===== src/rtl/hex_glyph_scanner.sv =====
// Streams a DIGITS-wide hex value as row-major 3x5 glyph pixels over a valid/ready link,
// with leading-zero blanking and per-digit blinking driven by a frame-count phase.
module hex_glyph_scanner #(
  parameter int DIGITS       = 2,
  parameter int GAP          = 1,
  parameter int BLINK_FRAMES = 4,
  localparam int W  = DIGITS * 3 + (DIGITS - 1) * GAP,
  localparam int XW = $clog2(W)
) (
  input  logic                  clk,
  input  logic                  rst,
  input  logic [4*DIGITS-1:0]   value,
  input  logic                  load,
  input  logic                  blank_lz,
  input  logic [DIGITS-1:0]     blink_mask,
  output logic                  busy,
  output logic                  pix_valid,
  input  logic                  pix_ready,
  output logic                  pix_data,
  output logic [XW-1:0]         pix_x,
  output logic [2:0]            pix_y,
  output logic                  sof,
  output logic                  eol,
  output logic                  frame_done
);

  localparam int CW = $clog2(BLINK_FRAMES + 1);
  localparam logic [XW-1:0] X_LAST = XW'(W - 1);

  typedef enum logic [1:0] {IDLE, RUN, DONE} state_t;

  state_t              state;
  logic [4*DIGITS-1:0] value_q;
  logic [DIGITS-1:0]   hide_q;
  logic                phase;
  logic [CW-1:0]       frame_cnt;

  logic [DIGITS-1:0]   lz_mask;
  logic [DIGITS-1:0]   load_hide;
  logic                seen;
  logic                last_col;
  logic [XW-1:0]       nx;
  logic [2:0]          ny;

  // Row r, column c of a glyph lives at bit 12-3r+c
  function automatic logic [14:0] font(input logic [3:0] n);
    logic [14:0] g;
    case (n)
      4'h0: g = 15'h7B6F;
      4'h1: g = 15'h4924;
      4'h2: g = 15'h79CF;
      4'h3: g = 15'h79E7;
      4'h4: g = 15'h5BE4;
      4'h5: g = 15'h73E7;
      4'h6: g = 15'h73EF;
      4'h7: g = 15'h7924;
      4'h8: g = 15'h7BEF;
      4'h9: g = 15'h7BE7;
      4'hA: g = 15'h7BED;
      4'hB: g = 15'h3AEB;
      4'hC: g = 15'h724F;
      4'hD: g = 15'h3B6B;
      4'hE: g = 15'h73CF;
      default: g = 15'h73C9;
    endcase
    return g;
  endfunction

  function automatic logic pixel_of(input logic [4*DIGITS-1:0] val,
                                    input logic [DIGITS-1:0] hide,
                                    input int x, input int y);
    logic       px;
    logic [3:0] nib;
    int         d;
    int         col;
    px  = 1'b0;
    nib = 4'd0;
    d   = 0;
    col = 0;
    for (int k = 0; k < DIGITS; k++) begin
      if (x >= k * (3 + GAP) && x < k * (3 + GAP) + 3) begin
        d   = DIGITS - 1 - k;
        col = x - k * (3 + GAP);
        nib = 4'(val >> (4 * d));
        if (1'(hide >> d) == 1'b0)
          px = 1'(font(nib) >> (12 - 3 * y + col));
      end
    end
    return px;
  endfunction

  // Blank every digit above the most significant non-zero one; digit 0 always shows
  always_comb begin
    lz_mask = '0;
    seen    = 1'b0;
    for (int d = DIGITS - 1; d >= 1; d--) begin
      if (4'(value >> (4 * d)) != 4'd0) seen = 1'b1;
      if (blank_lz && !seen) lz_mask = lz_mask | (DIGITS'(1) << d);
    end
  end

  assign load_hide = lz_mask | (blink_mask & {DIGITS{phase}});

  always_comb begin
    last_col = (pix_x == X_LAST);
    nx       = last_col ? '0 : pix_x + XW'(1);
    ny       = last_col ? pix_y + 3'd1 : pix_y;
  end

  always_ff @(posedge clk or posedge rst) begin
    if (rst) begin
      state      <= IDLE;
      value_q    <= '0;
      hide_q     <= '0;
      phase      <= 1'b0;
      frame_cnt  <= '0;
      busy       <= 1'b0;
      pix_valid  <= 1'b0;
      pix_data   <= 1'b0;
      pix_x      <= '0;
      pix_y      <= 3'd0;
      sof        <= 1'b0;
      eol        <= 1'b0;
      frame_done <= 1'b0;
    end else begin
      frame_done <= 1'b0;
      case (state)
        IDLE: begin
          if (load) begin
            state     <= RUN;
            value_q   <= value;
            hide_q    <= load_hide;
            busy      <= 1'b1;
            pix_valid <= 1'b1;
            pix_x     <= '0;
            pix_y     <= 3'd0;
            sof       <= 1'b1;
            eol       <= 1'b0;
            pix_data  <= pixel_of(value, load_hide, 0, 0);
          end
        end
        RUN: begin
          if (pix_ready) begin
            if (last_col && pix_y == 3'd4) begin
              state      <= DONE;
              busy       <= 1'b0;
              pix_valid  <= 1'b0;
              frame_done <= 1'b1;
              pix_data   <= 1'b0;
              pix_x      <= '0;
              pix_y      <= 3'd0;
              sof        <= 1'b0;
              eol        <= 1'b0;
            end else begin
              pix_x    <= nx;
              pix_y    <= ny;
              sof      <= 1'b0;
              eol      <= (nx == X_LAST);
              pix_data <= pixel_of(value_q, hide_q, int'(nx), int'(ny));
            end
          end
        end
        DONE: begin
          state <= IDLE;
          if (frame_cnt == CW'(BLINK_FRAMES - 1)) begin
            frame_cnt <= '0;
            phase     <= ~phase;
          end else begin
            frame_cnt <= frame_cnt + CW'(1);
          end
        end
        default: state <= IDLE;
      endcase
    end
  end

endmodule


===== config.mk =====
export PLATFORM = sky130hd
export DESIGN_NAME = hex_glyph_scanner
export DESIGN_NICKNAME = d
export VERILOG_FILES = /design/src/rtl/hex_glyph_scanner.sv
export SDC_FILE = /design/constraint.sdc
export NUM_CORES = 1
export LEC_CHECK = 0
export ABC_CLOCK_PERIOD_IN_PS = 10000
export CAP_MARGIN = 5
export CORE_MARGIN = 10
export CORE_UTILIZATION = 40
export DETAILED_ROUTE_END_ITERATION = 12
export PLACE_DENSITY_LB_ADDON = 0.25
export RECOVER_POWER = 100
export SLEW_MARGIN = 25
export SYNTH_ARGS = -nofsm -noshare
export SYNTH_HDL_FRONTEND = slang
export SYNTH_SLANG_ARGS = --single-unit

===== constraint.sdc =====
create_clock -name clk -period 10 [get_ports clk]
set_input_delay 2 -clock clk [delete_from_list [all_inputs] [get_ports clk]]
set_output_delay 2 -clock clk [all_outputs]
set_load 0.02 [all_outputs]

==> flow_metrics.env <==
export IMPL_status="completed"
export IMPL_viasPerCell=5.40
export IMPL_avgSynthCellArea_um2=8.40
export IMPL_globalplace_congestion=0.872
export IMPL_synth_edf_count=0
export IMPL_grt_max_degree=28
export IMPL_crit_required_ns=10.14
export IMPL_crit_path_start_kind="flop"
export IMPL_synth_top_area_share_pct=28.4
export IMPL_drc_errors=0
export IMPL_critPathCaptureType="flop"
export IMPL_routedWlPerCell_um=14.6
export IMPL_finalClockSkew_ns=0.00463
export IMPL_max_freq_ghz=0.241
export IMPL_worst_slew_pin_slew_ns=1.06
export IMPL_wl_um=5480
export IMPL_setup_violations=0
export IMPL_io_buffers=26
export IMPL_initial_core_util_pct=40.6
export IMPL_hold_buffers=0
export IMPL_async_flop_share_pct=100
export IMPL_clk_pin_slew_ns=0.09
export IMPL_powerDensity_mw_per_mm2=329
export IMPL_hold_violations=0
export IMPL_synth_top_family_by_area="compound AO/OA/AOI/OAI gates"
export IMPL_cts_tree="done"
export IMPL_synth_xor_area_share_pct=2.95
export IMPL_slew_limit_headroom_pct=29.3
export IMPL_clkPwrFrac_pct=7.0
export IMPL_final_cell_area_mm2=0.00270
export IMPL_crit_fanout=7
export IMPL_netSwitchingFraction_pct=51.3
export IMPL_synth_compound_area_share_pct=23.7
export IMPL_grt_ovfl_total=0
export IMPL_grt_pass1_vias=1967
export IMPL_num_io_pins=27
export IMPL_final_antenna_net_count=0
export IMPL_die_h_um=97.1
export IMPL_pwr_share_seq_pct=20.3
export IMPL_synthTopCellsByArea="dfrtp_1, ha_1, nand2_1, o21ai_0, inv_1"
export IMPL_tns_ns=0
export IMPL_critPathKind="flop to flop"
export IMPL_synth_top_area_cell="dfrtp_1"
export IMPL_numCtsBuffers=3
export IMPL_hpwl_um=4270
export IMPL_yosysSeqAreaShare_pct=28.4
export IMPL_power_leakage_uw=0.00122
export IMPL_cts_buffer_depth=2
export IMPL_synth_seq_cells=27
export IMPL_postSynthCellCount=283
export IMPL_cp_arrival_ns=4.30
export IMPL_layout_nets=342
export IMPL_rsz0062_at_grt="no"
export IMPL_min_period_over_period_pct=41.5
export IMPL_drv_slew=0
export IMPL_first_pass_iters=4
export IMPL_clock_latency_ns=0.27
export IMPL_cp_slowest_stage_delay_ns=0.58
export IMPL_vias=2029
export IMPL_peakVddDrop_mv=0.107
export IMPL_yosys_area_share_adder_pct=13.5
export IMPL_antenna_found_initial=0
export IMPL_ys_top_cells_by_count="nand2_1, dfrtp_1, inv_1"
export IMPL_dieWidth_um=97.1
export IMPL_drive_gt1_share_pct=5.65
export IMPL_crit_top_cell="ha_1"
export IMPL_p_sw_uw=456
export IMPL_synth_mux_area_share_pct=5.05
export IMPL_worstHoldPathType="flop to flop"
export IMPL_cp_slowest_cell="nor3b_1"
export IMPL_post_cts_resized=0
export IMPL_path_cells="inv_1, nor3b_1, nor2_1, a21o_1, ha_1, inv_1, ha_1, xor2_1, ha_1, xnor2_1, a211oi_1, a311oi_1, a211oi_1, o2111ai_1, o311ai_2"
export IMPL_yosys_area_share_simple_pct=19.1
export IMPL_cts_sinks=27
export IMPL_grt_usage_pct=11.1
export IMPL_synth_distinct_cells=52
export IMPL_power_frac_comb_pct=72.7
export IMPL_place_area_mm2=0.00266
export IMPL_htreeDepth=1
export IMPL_internal_power_uw=433
export IMPL_post_cts_setup_buffers=0
export IMPL_root_buffer="clkbuf_8"
export IMPL_min_period_ns=4.15
export IMPL_ys_flop_type="dfrtp_1"
export IMPL_die_area_mm2=0.00943
export IMPL_drtIter0Drc=73
export IMPL_synth_most_common_cell="nand2_1"
export IMPL_n_antenna_cell=0
export IMPL_synth_area_mm2=0.00238
export IMPL_core_mm2=0.00585
export IMPL_hold_ws_ns=0.491
export IMPL_syn_num_nets=323
export IMPL_rows=28
export IMPL_grt_pass1_wl_um=9100
export IMPL_area_growth_pct=13.5
export IMPL_drv_cap=0
export IMPL_synth_yosys_warnings=0
-- critical path, delay by kind of cell (launching register included) --
family	cells	cell delay, ns
compound gates	6	1.06
fa+ha+maj	3	0.99
flops	1	0.43
simple gates	2	0.70
xor+xnor	2	0.68
buf+inv	2	0.16
-- final cells by class --
cell class,count,area [µm²]
fillers,562,3150
flip-flops and latches,27,676
multi-input cells,217,1520
clock buffers,4,45.0
repair buffers,27,264
well taps,75,93.8
inverters,26,97.6
-- path summary, 6_finish.rpt --
path                       startpoint         end  slack, ns  depth (start not counted)
max in group asynchronous         rst    pix_y[2]       6.93                          2
setup / recovery             pix_x[1]    pix_data       5.85                         15
min in group asynchronous         rst  value_q[3]       2.43                          2
hold / removal                    sof         sof       0.49                          1
hold reg to reg                   sof         sof       0.49                          1
setup reg to reg             pix_x[1]    pix_data       5.85                         15
-- power groups by stage --
stage	clock (µW)	combinational, µW	sequential [µW]
finish	62.6	646	180
global route	68.0	719	186
CTS	65.0	654	181
detailed placement	0	648	183
global placement	0	641	181
floorplan	0	518	173
-- flip-flops by register name (all words and copies together) (netlist names) --
name,count
value_q,8
frame_cnt,3
frame_done,1
pix_data,1
eol,1
sof,1
hide_q,2
phase,1
state,2
pix_x,3
pix_y,3
pix_valid,1
-- cells by family (layout without fill, tap and decap cells) --
logic type / after synthesis / count (layout)
buffers and inverters: 39 / 57
flip-flops: 27 / 27
AND/OR/NAND/NOR: 91 / 91
XOR/XNOR: 8 / 8
AO/OA/AOI/OAI: 82 / 82
multiplexers: 11 / 11
adder cells (fa/ha/maj): 25 / 25
-- layer usage --
layer / GRT usage, % / wire, µm
met5: 0 / 0
met3: 1.85 / 162
met2: 18.3 / 2620
met1: 14.4 / 2670
met4: 2.95 / 37
-- metrics by stage --
| step | util (%) | std cells | setup WS, ns | total power (µW) |
|---|---|---|---|---|
| after CTS | 46.3 | 376 | 6.12 | 899 |
| after detailed placement | 45.5 | 372 | 6.00 | 831 |
| after global placement | 45.5 | 372 | 6.05 | 822 |
| after floorplan | - | 283 | 6.34 | 691 |
| after global routing | 46.1 | 376 | 5.50 | 973 |
| final | 46.1 | 376 | 5.85 | 889 |
-- layout by cell type (no fill, tap or decap), types with 2 or more instances in the layout --
cell             count
a211oi_1             8
a21o_1               8
a21oi_1             14
a311oi_1             4
a31oi_1              3
and2b_1              2
clkbuf_1             2
clkbuf_8             3
clkdlybuf4s50_1     11
dfrtp_1             27
dlygate4sd3_1       15
ha_1                24
inv_1               25
mux2_2               8
mux2i_1              3
nand2_1             29
nand2b_1             5
nand3_1              8
nand3b_1             6
nor2_1              20
nor2b_1              9
nor3_1               4
nor4_1               2
o211ai_1             4
o21ai_0             21
o22ai_1              2
o31ai_1              2
or4_1                2
xnor2_1              2
xor2_1               6
Note: power is estimated with default switching activity, not from simulation.
==> variant: new RTL, same flow settings <==
The 3 states of `state_t` get a one-hot encoding in 3 bits.
--- a/src/rtl/hex_glyph_scanner.sv
+++ b/src/rtl/hex_glyph_scanner.sv
@@ -29,3 +29,3 @@
 
-  typedef enum logic [1:0] {IDLE, RUN, DONE} state_t;
+  typedef enum logic [2:0] {IDLE = 3'b001, RUN = 3'b010, DONE = 3'b100} state_t;
 
Behaviour: same outputs for any inputs over 10 cycles, from zero or initial values and one cycle with rst high; not proved beyond that.
==> variant against the unedited design <==
Area after synthesis rose by 5.3%; setup slack worse by 0.096 ns; design area grew 5.1%; cell count fell by 1.1%; first-iteration DRC count increased by 58%; sequential cell count rose by 1; wire length down 0.53%; critical path type unchanged.
Power is not compared: it rests on default switching activity, and its combinational part moved more than twofold at a synthesized area within 25%.
==> variant: results (changes against the unedited design) <==
setup_path:
  startpoint_type: "flop"  # unchanged
  arrival_ns: 4.41  # was 4.30 ns
  critPathTopFamily: "adder cells"  # was compound AO/OA/AOI/OAI gates
  crit_path_top_delay_cell: "xnor2_1"  # was nor3b_1
  reg2regPathDepth: 13  # was 15
  reg2reg_from: "pix_x[1]$_DFFE_PP0P_"  # unchanged
  slowest_delay_ns: 0.61  # was 0.58 ns
  critPathMaxFanout: 10  # was 7
  cp-end-kind: "flop"  # unchanged
synth:
  syn_nets: 321  # was 323
  synthTopCellsByArea: "dfrtp_1 (27%), ha_1 (12%), mux2_2 (4.5%), o21ai_0 (3.8%), inv_1 (3.6%)"  # was dfrtp_1 (28%), ha_1 (13%), nand2_1 (4.6%), o21ai_0 (4.4%), inv_1 (3.9%)
  ys_top_cells_by_count: "dfrtp_1 (27), ha_1 (24), inv_1 (24), nand2_1 (23), o21ai_0 (19)"  # was nand2_1 (29), dfrtp_1 (27), inv_1 (25), ha_1 (24), o21ai_0 (21)
  synth_xor_area_share_pct: 4.95  # was 2.95%
  async_reset_ff_share_pct: 100  # unchanged
  synth_adder_area_share_pct: 12.8  # was 13.5%
  synth.distinct_cells: 64  # was 52
  ys_seq_area_share_pct: 28.0  # was 28.4%
  postSynthAreaPerCell_um2: 8.91  # was 8.40 um^2
  synth_mux_area_share_pct: 6.50  # was 5.05%
  synth_compound_area_share_pct: 23.1  # was 23.7%
min_path:
  whs_path_depth: 1  # unchanged
  hp-class: "flop to flop"  # unchanged
  hold_path_end: "sof$_DFFE_PP0P_"  # unchanged
  hp-start: "sof$_DFFE_PP0P_"  # unchanged
cells_and_area:
  layout.cells.non_filler: 372  # was 376
  n_antenna_cell: 0  # unchanged
  drive_above_1_share_pct: 9.09  # was 5.65%
  largest_register: "value_q"  # unchanged
  fin_nets: 338  # was 342
routing:
  drt_first_pass_iters: 4  # unchanged
  dr.first_iter.drc_count: 115  # was 73
  via_per_inst: 5.51  # was 5.40
  totalWireLength_um: 5450  # was 5480 um
clock_tree:
  cts_resized: 0  # unchanged
  htree_levels: 1  # unchanged
  cts_setup_buffers: 0  # unchanged
  clockRootBuffer: "clkbuf_8"  # unchanged
  clock_latency_ns: 0.28
placement:
  place_area_um2: 2800  # was 2660 um^2
  place_ws_ns: 5.87  # was 6.00 ns
  dp_hpwl_um: 4180  # was 4270 um
  dp_cells: 368  # was 372
  gp_routability_congestion: 0.824  # was 0.872
  port_buffers: 26  # unchanged
global_routing:
  grtUsageTotal_pct: 10.9  # was 11.1%
  grt_max_degree: 29  # was 28
  grt_pass1_wl_um: 9360  # was 9100 um
  antenna_found_initial: 0  # unchanged
  grt_pass1_vias: 1926  # was 1,967
sta:
  worst_slack_ns: 5.75  # was 5.85 ns
  whs_ns: 0.488  # was 0.491 ns
  finClkSkew_ns: 0.00209  # was 0.00463 ns
  slew_headroom_pct: 27.6  # was 29.3%
power:
  leakagePower_nw: 1.22
  vdd.ir_drop.worst_v: 0.000142
run_status:
  status: "completed"  # unchanged
variant: cell types whose count changed in the layout (fill, tap and decap cells not counted), sizes merged, moves of 3 or more:
cell and delta:
a21o -6, a31oi +4, nand2 -6, a211oi -3, nor2 -4, o21bai +3
a311oi -3, nand3 -3, xnor2 +6
variant: layout make-up:
cell class | count | area [um^2]
Timing Repair Buffer | 27 | 264
Inverter | 25 | 93.8
Sequential cell | 28 | 702
Tap cell | 75 | 93.8
Fill cell | 585 | 3160
Clock inverter | 1 | 30.0
Clock buffer | 3 | 41.3
Multi-Input combinational cell | 213 | 1610
variant: per-layer routing:
| metal | routed length (um) | track usage, % |
|---|---|---|
| met5 | 0 | 0 |
| met4 | 57 | 2.98 |
| met3 | 127 | 1.73 |
| met2 | 2530 | 16.8 |
| met1 | 2740 | 15.4 |
variant: power breakdown:
part	switching [mW]	leakage (nW)	internal [mW]	total, mW
Sequential	0.0514	0.356	0.142	0.193
Clock	0.0377	0.0357	0.0537	0.0914
Combinational	0.146	0.830	0.132	0.278
